### config.mk
export PLATFORM = sky130hd
export DESIGN_NAME = stream_rr_arbiter
export DESIGN_NICKNAME = d
export VERILOG_FILES = /design/src/rtl/stream_rr_arbiter.sv
export SDC_FILE = /design/constraint.sdc
export NUM_CORES = 1
export LEC_CHECK = 0
export ABC_AREA = 1
export BUFFER_PORTS_ARGS = -buffer_cell sky130_fd_sc_hd__clkbuf_2
export CORE_MARGIN = 2
export CORE_UTILIZATION = 44
export DETAILED_ROUTE_END_ITERATION = 8
export PLACE_DENSITY = 0.92
export RECOVER_POWER = 100
export SLEW_MARGIN = 30
export SYNTH_ARGS = -nofsm -noshare
export SYNTH_HDL_FRONTEND = slang
export SYNTH_SLANG_ARGS = --single-unit
### constraint.sdc
create_clock -name clk -period 4.07 [get_ports clk]
set_input_delay 0.407 -clock clk [delete_from_list [all_inputs] [get_ports clk]]
set_output_delay 0.407 -clock clk [all_outputs]
set_load 0.03 [all_outputs]
### src/rtl/stream_rr_arbiter.sv
// Round-robin arbiter that merges NUM_REQ valid/ready streams into one registered output stage.
// Packets keep their grant until req_last, or until MAX_BURST beats force rotation to the next requester.
module stream_rr_arbiter #(
  parameter int NUM_REQ    = 4,
  parameter int DATA_WIDTH = 32,
  parameter int MAX_BURST  = 4,
  parameter int ID_WIDTH   = $clog2(NUM_REQ)
) (
  input  logic                          clk,
  input  logic                          rst_n,
  input  logic [NUM_REQ-1:0]            req_valid,
  output logic [NUM_REQ-1:0]            req_ready,
  input  logic [NUM_REQ*DATA_WIDTH-1:0] req_data,
  input  logic [NUM_REQ-1:0]            req_last,
  output logic                          out_valid,
  input  logic                          out_ready,
  output logic [DATA_WIDTH-1:0]         out_data,
  output logic                          out_last,
  output logic [ID_WIDTH-1:0]           out_id,
  output logic                          busy
);

  localparam int                  CNT_W    = $clog2(MAX_BURST) + 1;
  localparam logic [CNT_W-1:0]    CNT_LAST = CNT_W'(MAX_BURST - 1);
  localparam logic [ID_WIDTH-1:0] ID_MAX   = ID_WIDTH'(NUM_REQ - 1);
  localparam logic [ID_WIDTH:0]   NUM_EXT  = (ID_WIDTH+1)'(NUM_REQ);

  typedef enum logic {UNLOCKED, LOCKED} state_e;

  state_e                state_q, state_d;
  logic [ID_WIDTH-1:0]   lock_id_q, lock_id_d;
  logic [ID_WIDTH-1:0]   rr_ptr_q, rr_ptr_d;
  logic [CNT_W-1:0]      beat_cnt_q, beat_cnt_d;
  logic                  out_valid_q, out_valid_d;
  logic                  out_last_q, out_last_d;
  logic [DATA_WIDTH-1:0] out_data_q, out_data_d;
  logic [ID_WIDTH-1:0]   out_id_q, out_id_d;

  logic                  locked;
  logic                  stage_ready;
  logic                  accept;
  logic [NUM_REQ-1:0]    valid_rot;
  logic [ID_WIDTH-1:0]   scan_off;
  logic [ID_WIDTH:0]     scan_sum;
  logic [ID_WIDTH-1:0]   scan_sel;
  logic [ID_WIDTH-1:0]   sel;
  logic [DATA_WIDTH-1:0] req_data_arr [NUM_REQ];

  assign locked      = (state_q == LOCKED);
  assign stage_ready = !out_valid_q || out_ready;

  // Rotate so bit 0 is the requester at rr_ptr; the lowest set bit is the winner's offset.
  assign valid_rot = NUM_REQ'({req_valid, req_valid} >> rr_ptr_q);

  always_comb begin
    scan_off = '0;
    for (int k = NUM_REQ - 1; k >= 0; k--) begin
      if (valid_rot[k]) begin
        scan_off = ID_WIDTH'(k);
      end
    end
  end

  assign scan_sum = {1'b0, rr_ptr_q} + {1'b0, scan_off};
  assign scan_sel = (scan_sum >= NUM_EXT) ? ID_WIDTH'(scan_sum - NUM_EXT) : scan_sum[ID_WIDTH-1:0];
  assign sel      = locked ? lock_id_q : scan_sel;

  // Ready is gated by rst_n so nothing handshakes while reset is held.
  for (genvar gi = 0; gi < NUM_REQ; gi++) begin : g_req
    assign req_data_arr[gi] = req_data[gi*DATA_WIDTH +: DATA_WIDTH];
    assign req_ready[gi]    = rst_n && stage_ready && (sel == ID_WIDTH'(gi))
                              && (locked || req_valid[gi]);
  end

  assign accept = |(req_valid & req_ready);

  always_comb begin
    state_d     = state_q;
    lock_id_d   = lock_id_q;
    rr_ptr_d    = rr_ptr_q;
    beat_cnt_d  = beat_cnt_q;
    out_valid_d = out_valid_q;
    out_last_d  = out_last_q;
    out_data_d  = out_data_q;
    out_id_d    = out_id_q;
    if (accept) begin
      out_valid_d = 1'b1;
      out_data_d  = req_data_arr[sel];
      out_last_d  = req_last[sel];
      out_id_d    = sel;
      if (req_last[sel] || (beat_cnt_q == CNT_LAST)) begin
        state_d    = UNLOCKED;
        beat_cnt_d = '0;
        rr_ptr_d   = (sel == ID_MAX) ? '0 : sel + ID_WIDTH'(1);
      end else begin
        state_d    = LOCKED;
        lock_id_d  = sel;
        beat_cnt_d = beat_cnt_q + CNT_W'(1);
      end
    end else if (out_ready) begin
      out_valid_d = 1'b0;
    end
  end

  always_ff @(posedge clk or negedge rst_n) begin
    if (!rst_n) begin
      state_q     <= UNLOCKED;
      lock_id_q   <= '0;
      rr_ptr_q    <= '0;
      beat_cnt_q  <= '0;
      out_valid_q <= 1'b0;
      out_last_q  <= 1'b0;
      out_data_q  <= '0;
      out_id_q    <= '0;
    end else begin
      state_q     <= state_d;
      lock_id_q   <= lock_id_d;
      rr_ptr_q    <= rr_ptr_d;
      beat_cnt_q  <= beat_cnt_d;
      out_valid_q <= out_valid_d;
      out_last_q  <= out_last_d;
      out_data_q  <= out_data_d;
      out_id_q    <= out_id_d;
    end
  end

  assign out_valid = out_valid_q;
  assign out_data  = out_data_q;
  assign out_last  = out_last_q;
  assign out_id    = out_id_q;
  assign busy      = locked || out_valid_q;

endmodule

After elaboration in Yosys (flattened, before gate mapping)
Cells that the tools add are included.

operators by class
  add/subtract/negate cells = 4
  multiply operators = 0
  divide/modulo/power cells = 0
  order comparisons = 3
  eq/ne operators = 4
  shift-type cells = 1
  mux-type cells = 16
  bitwise logic cells = 3
  reductions and logical operators = 22

operators by type and width
  kind                                                      count
  binary-select mux 32 bit (select 2 bit)                   1
  2-to-1 mux 32 bit                                         2
  2-to-1 mux 2 bit                                          7
  logical AND 1 bit                                         9
  >> shifter 8 x 2 -> 4 bit                                 1
  logical OR 1 bit                                          7
  greater-or-equal comparator 3 bit, second input constant  2
  AND 4 bit                                                 1
  == test 2 bit, second input constant                      2
  2-to-1 mux 1 bit                                          4
  AND reduction 2 bit                                       2
  OR reduction 4 bit                                        1
  adder 2 x 2 -> 3 bit                                      1
  adder 3 x 1 -> 3 bit, second input constant               1
  == test 3 x 2 -> 1 bit, second input constant             1
  < comparator 2 x 3 -> 1 bit, second input constant        1
  2-to-1 mux 3 bit                                          1
  NOT 2 -> 3 bit                                            1
  adder 2 x 1 -> 2 bit, second input constant               1
  binary-select mux 1 bit (select 2 bit)                    1
  == test 2 x 1 -> 1 bit, second input constant             1
  zero test 2 bit                                           1
  nonzero test 2 bit                                        1
  subtractor 2 x 1 -> 2 bit, second input constant          1
  other kinds (2)                                           2

word-level totals
  register bits = 44
  latch bits = 0
  RAM bits = 0
  ROM bits = 0
  output and inout bits = 41
  memories kept = 0

Logic depth before layout (Yosys ltp)
Gate-level depths: netlist (run 1).

  depth in word-level cells = 15
  depth in mapped cells = 22
  depth with buffers taken out = 20

Least setup slack after synthesis (run 1)
OpenSTA, ideal clock, no wires.

  kind = reg2reg
  from = register rr_ptr_q[1]
  to = register out_data_q[2] (netlist: out_data[2])
  setup time = 0.065 ns
  data arrival time = 3.562 ns
  path slack = 0.443 ns
  stages on the path, launching flop included = 23
  period minus slack after synthesis = 3.627 ns
  path through = dfrtp_1 -> buf_2 -> inv_1 -> nand3_1 -> nand2_1 -> nand3_1 -> a21boi_0 -> ha_1 -> xnor2_1 -> inv_1 -> nand3_1 -> nand3_1 -> nand2_2 -> buf_2 -> ha_1 -> nor3b_1 -> nand2_1 -> nand2_1 -> inv_1 -> nand2_4 -> buf_4 -> o21ai_0 -> nand2_1

between the ends
  longest elaborated chain between the ends = 14

ends and longest elaborated chain
  what                                                                                   line  RTL
  from (decl)                                                                            32    logic [ID_WIDTH-1:0] rr_ptr_q, rr_ptr_d;
  from (signal assigned)                                                                 118   rr_ptr_q <= rr_ptr_d;
  >> shifter 8 x 2 -> 4 bit                                                              53    assign valid_rot = NUM_REQ'({req_valid, req_valid} >> rr_ptr_q);
  2-to-1 mux 2 bit (4 in a row)                                                          58    if (valid_rot[k]) begin
  adder 2 x 2 -> 3 bit *                                                                 64    assign scan_sum = {1'b0, rr_ptr_q} + {1'b0, scan_off};
  greater-or-equal comparator 3 bit / subtractor 2 x 1 -> 2 bit (equally long branches)  65    assign scan_sel = (scan_sum >= NUM_EXT) ? ID_WIDTH'(scan_sum - NUM_EXT) : scan_sum[ID_WIDTH-1:0];
  2-to-1 mux 2 bit *                                                                     65
  2-to-1 mux 2 bit *                                                                     66    assign sel = locked ? lock_id_q : scan_sel;
  == test 2 bit *                                                                        71    assign req_ready[gi] = rst_n && stage_ready && (sel == ID_WIDTH'(gi))
  logical AND 1 bit *                                                                    71
  logical AND 1 bit *                                                                    72    && (locked || req_valid[gi]);
  via req_ready[3]                                                                       12    output logic [NUM_REQ-1:0] req_ready,
  AND 4 bit *                                                                            75    assign accept = |(req_valid & req_ready);
  OR reduction 4 bit *                                                                   75
  to (signal assigned)                                                                   122   out_data_q <= out_data_d;
  to (decl)                                                                              36    logic [DATA_WIDTH-1:0] out_data_q, out_data_d;

The timed path passes the listed nets; every way through them passes the cells marked *. The select of a mux whose other input is x is not followed.
A chain may end at the register's enable or synchronous reset.

Final worst setup path (run 1)
  from = register rr_ptr_q[0]
  to = register out_data_q[13] (netlist: out_data[13])

between the ends
  longest elaborated chain between the ends = 14

ends and longest elaborated chain
  what                                                                                   line
  >> shifter 8 x 2 -> 4 bit                                                              53
  2-to-1 mux 2 bit (4 in a row)                                                          58
  adder 2 x 2 -> 3 bit *                                                                 64
  greater-or-equal comparator 3 bit / subtractor 2 x 1 -> 2 bit (equally long branches)  65
  2-to-1 mux 2 bit *                                                                     65
  2-to-1 mux 2 bit *                                                                     66
  == test 2 x 1 -> 1 bit (tied with other cells)                                         71
  logical AND 1 bit                                                                      71
  logical AND 1 bit                                                                      72
  AND 4 bit                                                                              75
  OR reduction 4 bit                                                                     75

Mark *: on every way between the ends. The rest lies on a longest branch, timed or not. The select of a mux whose other input is x is not followed.

==> results of run 1 <==
## power by group
part / internal, mW / total (mW) / switching (mW)
sequential: 0.645 / 0.788 / 0.142
combinational: 0.765 / 2.68 / 1.91
clock: 0.116 / 0.260 / 0.144
## placed cells by master (no fill, tap or decap), types with 2 or more instances in the layout
master | Yosys | final
nor3_1 | 3 | 3
inv_1 | 7 | 6
dfrtp_1 | 44 | 44
nor4_1 | 3 | 3
nand3_2 | 2 | 2
buf_4 | 3 | 3
o21ai_0 | 18 | 37
nand2_1 | 241 | 241
a21oi_1 | 64 | 64
inv_2 | 5 | 6
nand4_1 | 2 | 2
o21ai_1 | 24 | 5
nand3_1 | 16 | 16
clkbuf_2 | 0 | 140
nand2_2 | 2 | 3
clkbuf_8 | 0 | 5
clkbuf_1 | 7 | 40
ha_1 | 5 | 5
nor2_1 | 8 | 8
## Yosys cell counts (7+ instances only)
library cell    n  share of area (%)
nand2_1       241                 29
a21oi_1        64                 10
dfrtp_1        44                 36
o21ai_1        24                3.9
o21ai_0        18                2.9
nand3_1        16                2.6
buf_2          13                2.1
nor2_1          8               0.98
clkbuf_1        7               0.86
inv_1           7               0.86
## per-stage QoR
| stage | power [mW] | util (%) | instances | area (um^2) | hold WS (ns) |
|---|---|---|---|---|---|
| after floorplan | 2.89 | - | 484 | 3070 | 0.111 |
| after global placement | 3.48 | 58.8 | 718 | 3970 | 0.460 |
| after detailed placement | 3.55 | 58.8 | 718 | 3970 | 0.465 |
| after CTS | 3.83 | 60.0 | 725 | 4050 | 0.234 |
| after global routing | 4.11 | 59.1 | 725 | 4000 | 0.269 |
| final | 3.72 | 59.1 | 725 | 4000 | 0.286 |
## state kept, by name (all words and copies together), names as in the netlist
name	flops
out_valid	1
out_id	2
out_data	32
lock_id_q	2
beat_cnt_q	3
locked	1
rr_ptr_q	2
out_last	1
## layer usage
layer	GRT usage [%]	routed length [um]
met1	29.9	3790
met2	39.9	4590
met3	4.36	608
met4	7.69	157
met5	0	0
## final cells by class
class	instances	area, um^2	share of cell area [%]
clock buffers	5	68.8	1.72
well taps	80	100	2.50
repair buffers	184	893	22.4
multi-input cells	398	1780	44.4
inverters	12	45.0	1.13
clock inverters	2	12.5	0.313
flip-flops and latches	44	1100	27.6
## critical path, delay by kind of cell, from the launching register on
family,cells,cell delay (ns)
flops,1,0.49
buf+inv,3,0.26
fa+ha+maj,2,0.45
compound gates,2,0.42
simple gates,12,1.81
xor+xnor,1,0.17
## final timing paths
| path | to | startpoint | slack (ns) |
|---|---|---|---|
| max in group asynchronous | out_data[2] | rst_n | 1.80 |
| setup / recovery | out_data[13] | rr_ptr_q[0] | 0.38 |
| min in group asynchronous | rr_ptr_q[0] | rst_n | 0.96 |
| hold reg to reg | out_data[3] | out_data[3] | 0.48 |
| setup reg to reg | out_data[13] | rr_ptr_q[0] | 0.38 |
| hold / removal | out_valid | out_ready | 0.29 |
## kinds of logic after synthesis
family,share of synthesized area [%]
XOR/XNOR,0.285
adder cells (fa/ha/maj),2.04
AND/OR/NAND/NOR,37.5
AO/OA/AOI/OAI,17.8
buffers and inverters,6.52
flip-flops,35.9
==> impl_results.md, run 1 <==
* Failing checks: max-capacitance violations, max-slew violations
* Clk root buf: clkbuf_8
* PwrDens at 932 nW/um^2
* Ports at 180
* Worst-path cell chain: inv_2 -> nand2_1 -> nand3_1 -> nand2_1 -> nand3_1 -> a21boi_0 -> ha_1 -> xnor2_1 -> inv_1 -> nand3_1 -> nand3_1 -> nand2_2 -> ha_1 -> nor3b_1 -> nand2_1 -> nand2_1 -> inv_1 -> nand2_4 -> o21ai_0 -> nand2_1
* Buffers on Ports at 179
* First-pass GRT wire length at 14.5 mm
* Max transition margin at -54.6%
* Max_cap viols at 1
* Clock Sinks at 44
* Setup TNS at 0 ns
* DRT iter0 DRCs at 183
* Kind of critical path: register to register
* Seq/Total Area, Yosys at 35.9%
* Final net count at 789
* # fillers at 678
* All-Layer GR Usage at 23.4%
* Area Growth Syn to Fin at 30.2%
* DRT antenna net count at 0
* Final setup viols at 0
* Pre-Repair DR Iteration Count at 5
* Core area at 6760 um^2
* Most common cell on crit path: nand2_1
* Number of synthesized flops with an enable pin at 0
* Syn Area/Cell at 6.34 um^2
* Clk pin slew, worst setup/hold paths at 0.08 ns
* Syn_nets at 628
* Die H at 87.5 um
* Status: finished with violations
* Clk buf depth at 2
* Drt wl/cell at 12.6 um
* H-tree depth at 2
* Slew @ Worst Pin at 2.32 ns
* Post-DP HPWL at 6.84 mm
* Ys async rst share at 100%
* Drt via density at 5.18
* Ys flop type: dfrtp_1
* Worst EP required at 4.30 ns
* Ant diodes at 0
* Critical Path End Type: register
* Final Slew Violations at 45
* Post-CTS Resized at 0
* Fin worst setup slack at 0.378 ns
* Vias after detailed routing at 3759
* Share of cells above drive strength 1 at 25.9%
* Die ar. at 7660 um^2
* Final wirelength at 9.14 mm
* Initial Utilization at 45.4%
* Number of distinct library cells after synthesis at 28
* Global route total overflow at 0
* Mapped cell area at 3070 um^2
* P_leak at 2.22 nW
* Fmax at 0.271 GHz
* Initial antenna violation count at 0
* Hold path depth at 2
* Num CTS Buffers at 5
* YS warnings at 0
* Fin crit period at 3.69 ns
* Final GP Congestion at 0.905
* Worst reg-to-reg path cell count at 20
* Synth Instances at 484
* Arr. time, crit path at 3.92 ns
* Cell Rows at 30
* # Post-CTS Setup Buffers at 0
* Path category of the worst min-delay check: input port to register
* Cts hold-fix bufs at 0
* Critical path startpoint category: register
* Worst-Skew Late Latency at 0.29 ns
* Number of global-route vias before repair at 3321
* Worst Path Max Fanout at 41
* Post-Place Worst Slack at 0.450 ns
* Final Skew at 0.00600 ns
* Final Cycle Share at 90.7%
* Die width at 87.5 um
* CTS tree: yes
* Post-route DRC violation count at 0
* CP max stage delay at 0.49 ns
* Pin count of the biggest net entering global routing at 69
* Peak supply drop at 0.528 mV
* Fin. Hold Viols at 0
* RSZ-0062 raised after global routing: false
* Synthesized flop and latch total at 44
* Worst path slowest cell: dfrtp_1
Note: power is estimated with default switching activity, not from simulation.
==> inputs of run 2 (changes only) <==
- ABC_AREA: 1 -> 0
- CORE_UTILIZATION: 44 -> 45
==> run 2 against run 1 <==
The run still ends with max-capacitance violations, max-slew violations left. Global-route usage is 1.2 points lower. Flip-flop and latch count is the same. Non-clock buffer count up 3. Utilization increased by 0.80 points. Final area up 3.0%. Count of clock-buffer cells in the layout is 1 higher. Clock skew fell by 0.0016 ns. Setup slack worse by 0.090 ns. Register-to-register slack got worse by 0.02 ns. Sequential power rose by 6.7%. Combinational power rose by 12%.
==> impl_results.md, run 2 <==
* DRT iter0 DRCs at 89
* Synth top cells by count: nand2_1 (132), dfrtp_1 (44), a31oi_1 (36)
* Critical path origin: rr_ptr_q[0]
* Clk root buf: clkbuf_8
* Path category of the worst min-delay check: input port to register
* CTS tree: yes
* Number of global-route vias before repair at 3209
* Vias after detailed routing at 3368
* Non-Filler Instances at 641
* Max reg flops at 32
* All-Layer GR Usage at 22.2%
* Final GP Congestion at 0.822
* Ant diodes at 0
* Clk buf depth at 2
* Fmax at 0.264 GHz
* Failing checks: max-capacitance violations, max-slew violations
* Hold path start: out_ready
* XOR/XNOR share of the synthesized area at 0.270%
* Core area at 6870 um^2
* Final Cycle Share at 92.9%
* Clock power frac at 6.2%
* Seq/Total Area, Yosys at 34.0%
* Final wirelength at 8.84 mm
* Area contributors post-synth: dfrtp_1 (34%), nand2_1 (15%), mux2_4 (9.7%)
* Share of the synthesized area in the top cell type at 34.0%
* Synthesized flop and latch total at 44
* Final Skew at 0.00445 ns
* Area after DPL at 4160 um^2
* Synth Instances at 383
* Die ar. at 7900 um^2
* Largest family of logic cells by synthesized area: simple AND/OR/NAND/NOR gates
* Synth Area in Simple Gates at 28.5%
* Peak supply drop at 0.505 mV
* Syn Area/Cell at 8.46 um^2
* Worst-Skew Late Latency at 0.29 ns
* H-tree depth at 2
* Worst reg-to-reg path cell count at 13
* Post-route DRC violation count at 0
* Internal at 1.92 mW
* DRT antenna net count at 0
* Post-Place Cells at 634
* Compound-Gate Fraction of Synth Area at 9.77%
* Psw at 2.17 mW
* Initial Utilization at 47.2%
* Status: finished with violations
* Num CTS Buffers at 5
* Global route total overflow at 0
* Kind of critical path: register to output pin
* Die width at 88.9 um
* PwrDens at 993 nW/um^2
* Area Growth Syn to Fin at 27.1%
* First-pass GRT wire length at 13.9 mm
* Slew @ Worst Pin at 2.32 ns
* Die H at 88.9 um
* Most frequent cells in the layout: clkbuf_2 (137), nand2_1 (132), dfrtp_1 (44), clkbuf_1 (44), mux2_1 (38)
* RR Startpoint: rr_ptr_q[0]
* Design Area, Final at 4120 um^2
* Number of synthesized flops with an enable pin at 0
* Worst EP required at 3.66 ns
* Critical Path End Type: output pin
* Drt via density at 5.25
* Post-synth top area cell: dfrtp_1
* Ys flop type: dfrtp_1
* Setup TNS at 0 ns
* P_leak at 2.17 nW
* Mux contribution to synthesized area at 19.7%
* Most common cell after layout, fill and taps aside: clkbuf_2
* Initial antenna violation count at 0
* Flop pwr share at 20.6%
* Max_cap viols at 1
* Fin crit period at 3.78 ns
* Comb power frac at 73.2%
* Final Slew Violations at 45
* Final net count at 689
* Cts hold-fix bufs at 0
* Most frequent cell after synthesis: nand2_1
* Worst R2R End: out_data[24]
* Hold path depth at 3
* Ys async rst share at 100%
* Worst Path Max Fanout at 37
* # Post-CTS Setup Buffers at 0
* Reg2reg setup slack at 0.36 ns
* Post-DP HPWL at 6.86 mm
* Arr. time, crit path at 3.37 ns
* Pin count of the biggest net entering global routing at 65
* Number of distinct library cells after synthesis at 39
* Ports at 180
* Adder-Cell Fraction of Synth Area at 1.93%
* Fin. Hold Viols at 0
* Max transition margin at -54.4%
* Pre-Repair DR Iteration Count at 5
* Share of cells above drive strength 1 at 30.5%
* Switching share of power at 53.1%
* RSZ-0062 raised after global routing: false
* Syn_nets at 527
* Buffers on Ports at 179
* Mapped cell area at 3240 um^2
* Critical path startpoint category: register
* Cell Rows at 30
* WHS Endpoint: out_valid
* YS warnings at 0
* # fillers at 656
* Pwr Total at 4.09 mW
* Final setup viols at 0
* Post-CTS Resized at 0
* Clk pin slew, worst setup/hold paths at 0.08 ns
* Drt wl/cell at 13.8 um
* Clock Sinks at 44
## run 2: cell count changes after synthesis, sizes merged, moves of 6 or more
| cell | delta |
|---|---|
| inv | -6 |
| and3 | +34 |
| mux2 | +44 |
| nand3 | -16 |
| mux2i | +6 |
| nand2 | -113 |
| a21oi | -63 |
| a31oi | +36 |
| o21ai | -43 |
| clkbuf | +17 |
| buf | -15 |
| nor2b | +7 |
## run 2: critical path: stages, from the launching register on
cell,delay [ns]
dfrtp_1,0.55
nor2b_1,0.27
a22o_1,0.16
nand2_1,0.05
o211ai_1,0.15
ha_1,0.21
xor2_1,0.11
or4b_1,0.48
nand3_1,0.16
buf_4,0.39
and3_1,0.23
clkbuf_1,0.32
## run 2: routing by layer
metal,global-route usage [%],part of all wire (%)
met1,26.3,42
met2,40.6,51
met3,3.64,5.4
met4,7.71,1.8
met5,0,0
## run 2: area by class of cell
class / instances / area (um^2) / area share, %
clock buffers: 6 / 72.6 / 1.76
clock inverters: 1 / 5.00 / 0.122
inverters: 6 / 25.0 / 0.608
multi-input cells: 301 / 1890 / 46.0
flip-flops and latches: 44 / 1100 / 26.7
well taps: 96 / 120 / 2.92
repair buffers: 187 / 900 / 21.8
## run 2: cells by family (layout without fill, tap and decap cells)
family / after synthesis / after routing
flops: 44 / 44
fa+ha+maj: 5 / 5
simple gates: 199 / 199
xor+xnor: 1 / 1
mux: 50 / 50
buf+inv: 38 / 200
compound gates: 46 / 46
## run 2: per-stage QoR
step	util [%]	worst slack (ns)	hold WS, ns
after floorplan	-	0.0294	0.111
after global placement	60.6	0.383	0.467
after detailed placement	60.6	0.265	0.478
after CTS	61.7	0.399	0.235
after global routing	59.9	0.0849	0.483
final	59.9	0.288	0.457
## run 2: how the worst max path moves through the flow
| stage | to | slack [ns] | cells after the start |
|---|---|---|---|
| CTS | out_id[1] | 0.40 | 13 |
| global route | req_ready[1] | 0.08 | 11 |
| floorplan | beat_cnt_q[0] | 0.03 | 19 |
| detailed placement | out_id[1] | 0.27 | 13 |
| global placement | out_data[12] | 0.38 | 13 |
| finish | req_ready[1] | 0.29 | 11 |
## run 2: power by group through the flow
stage | combinational [mW] | sequential [mW] | clock [mW]
after detailed placement | 3.23 | 0.849 | 0
after global routing | 3.30 | 0.871 | 0.284
final | 3.00 | 0.841 | 0.255
after global placement | 3.12 | 0.845 | 0
after CTS | 3.24 | 0.846 | 0.267
after floorplan | 2.24 | 1.16 | 0
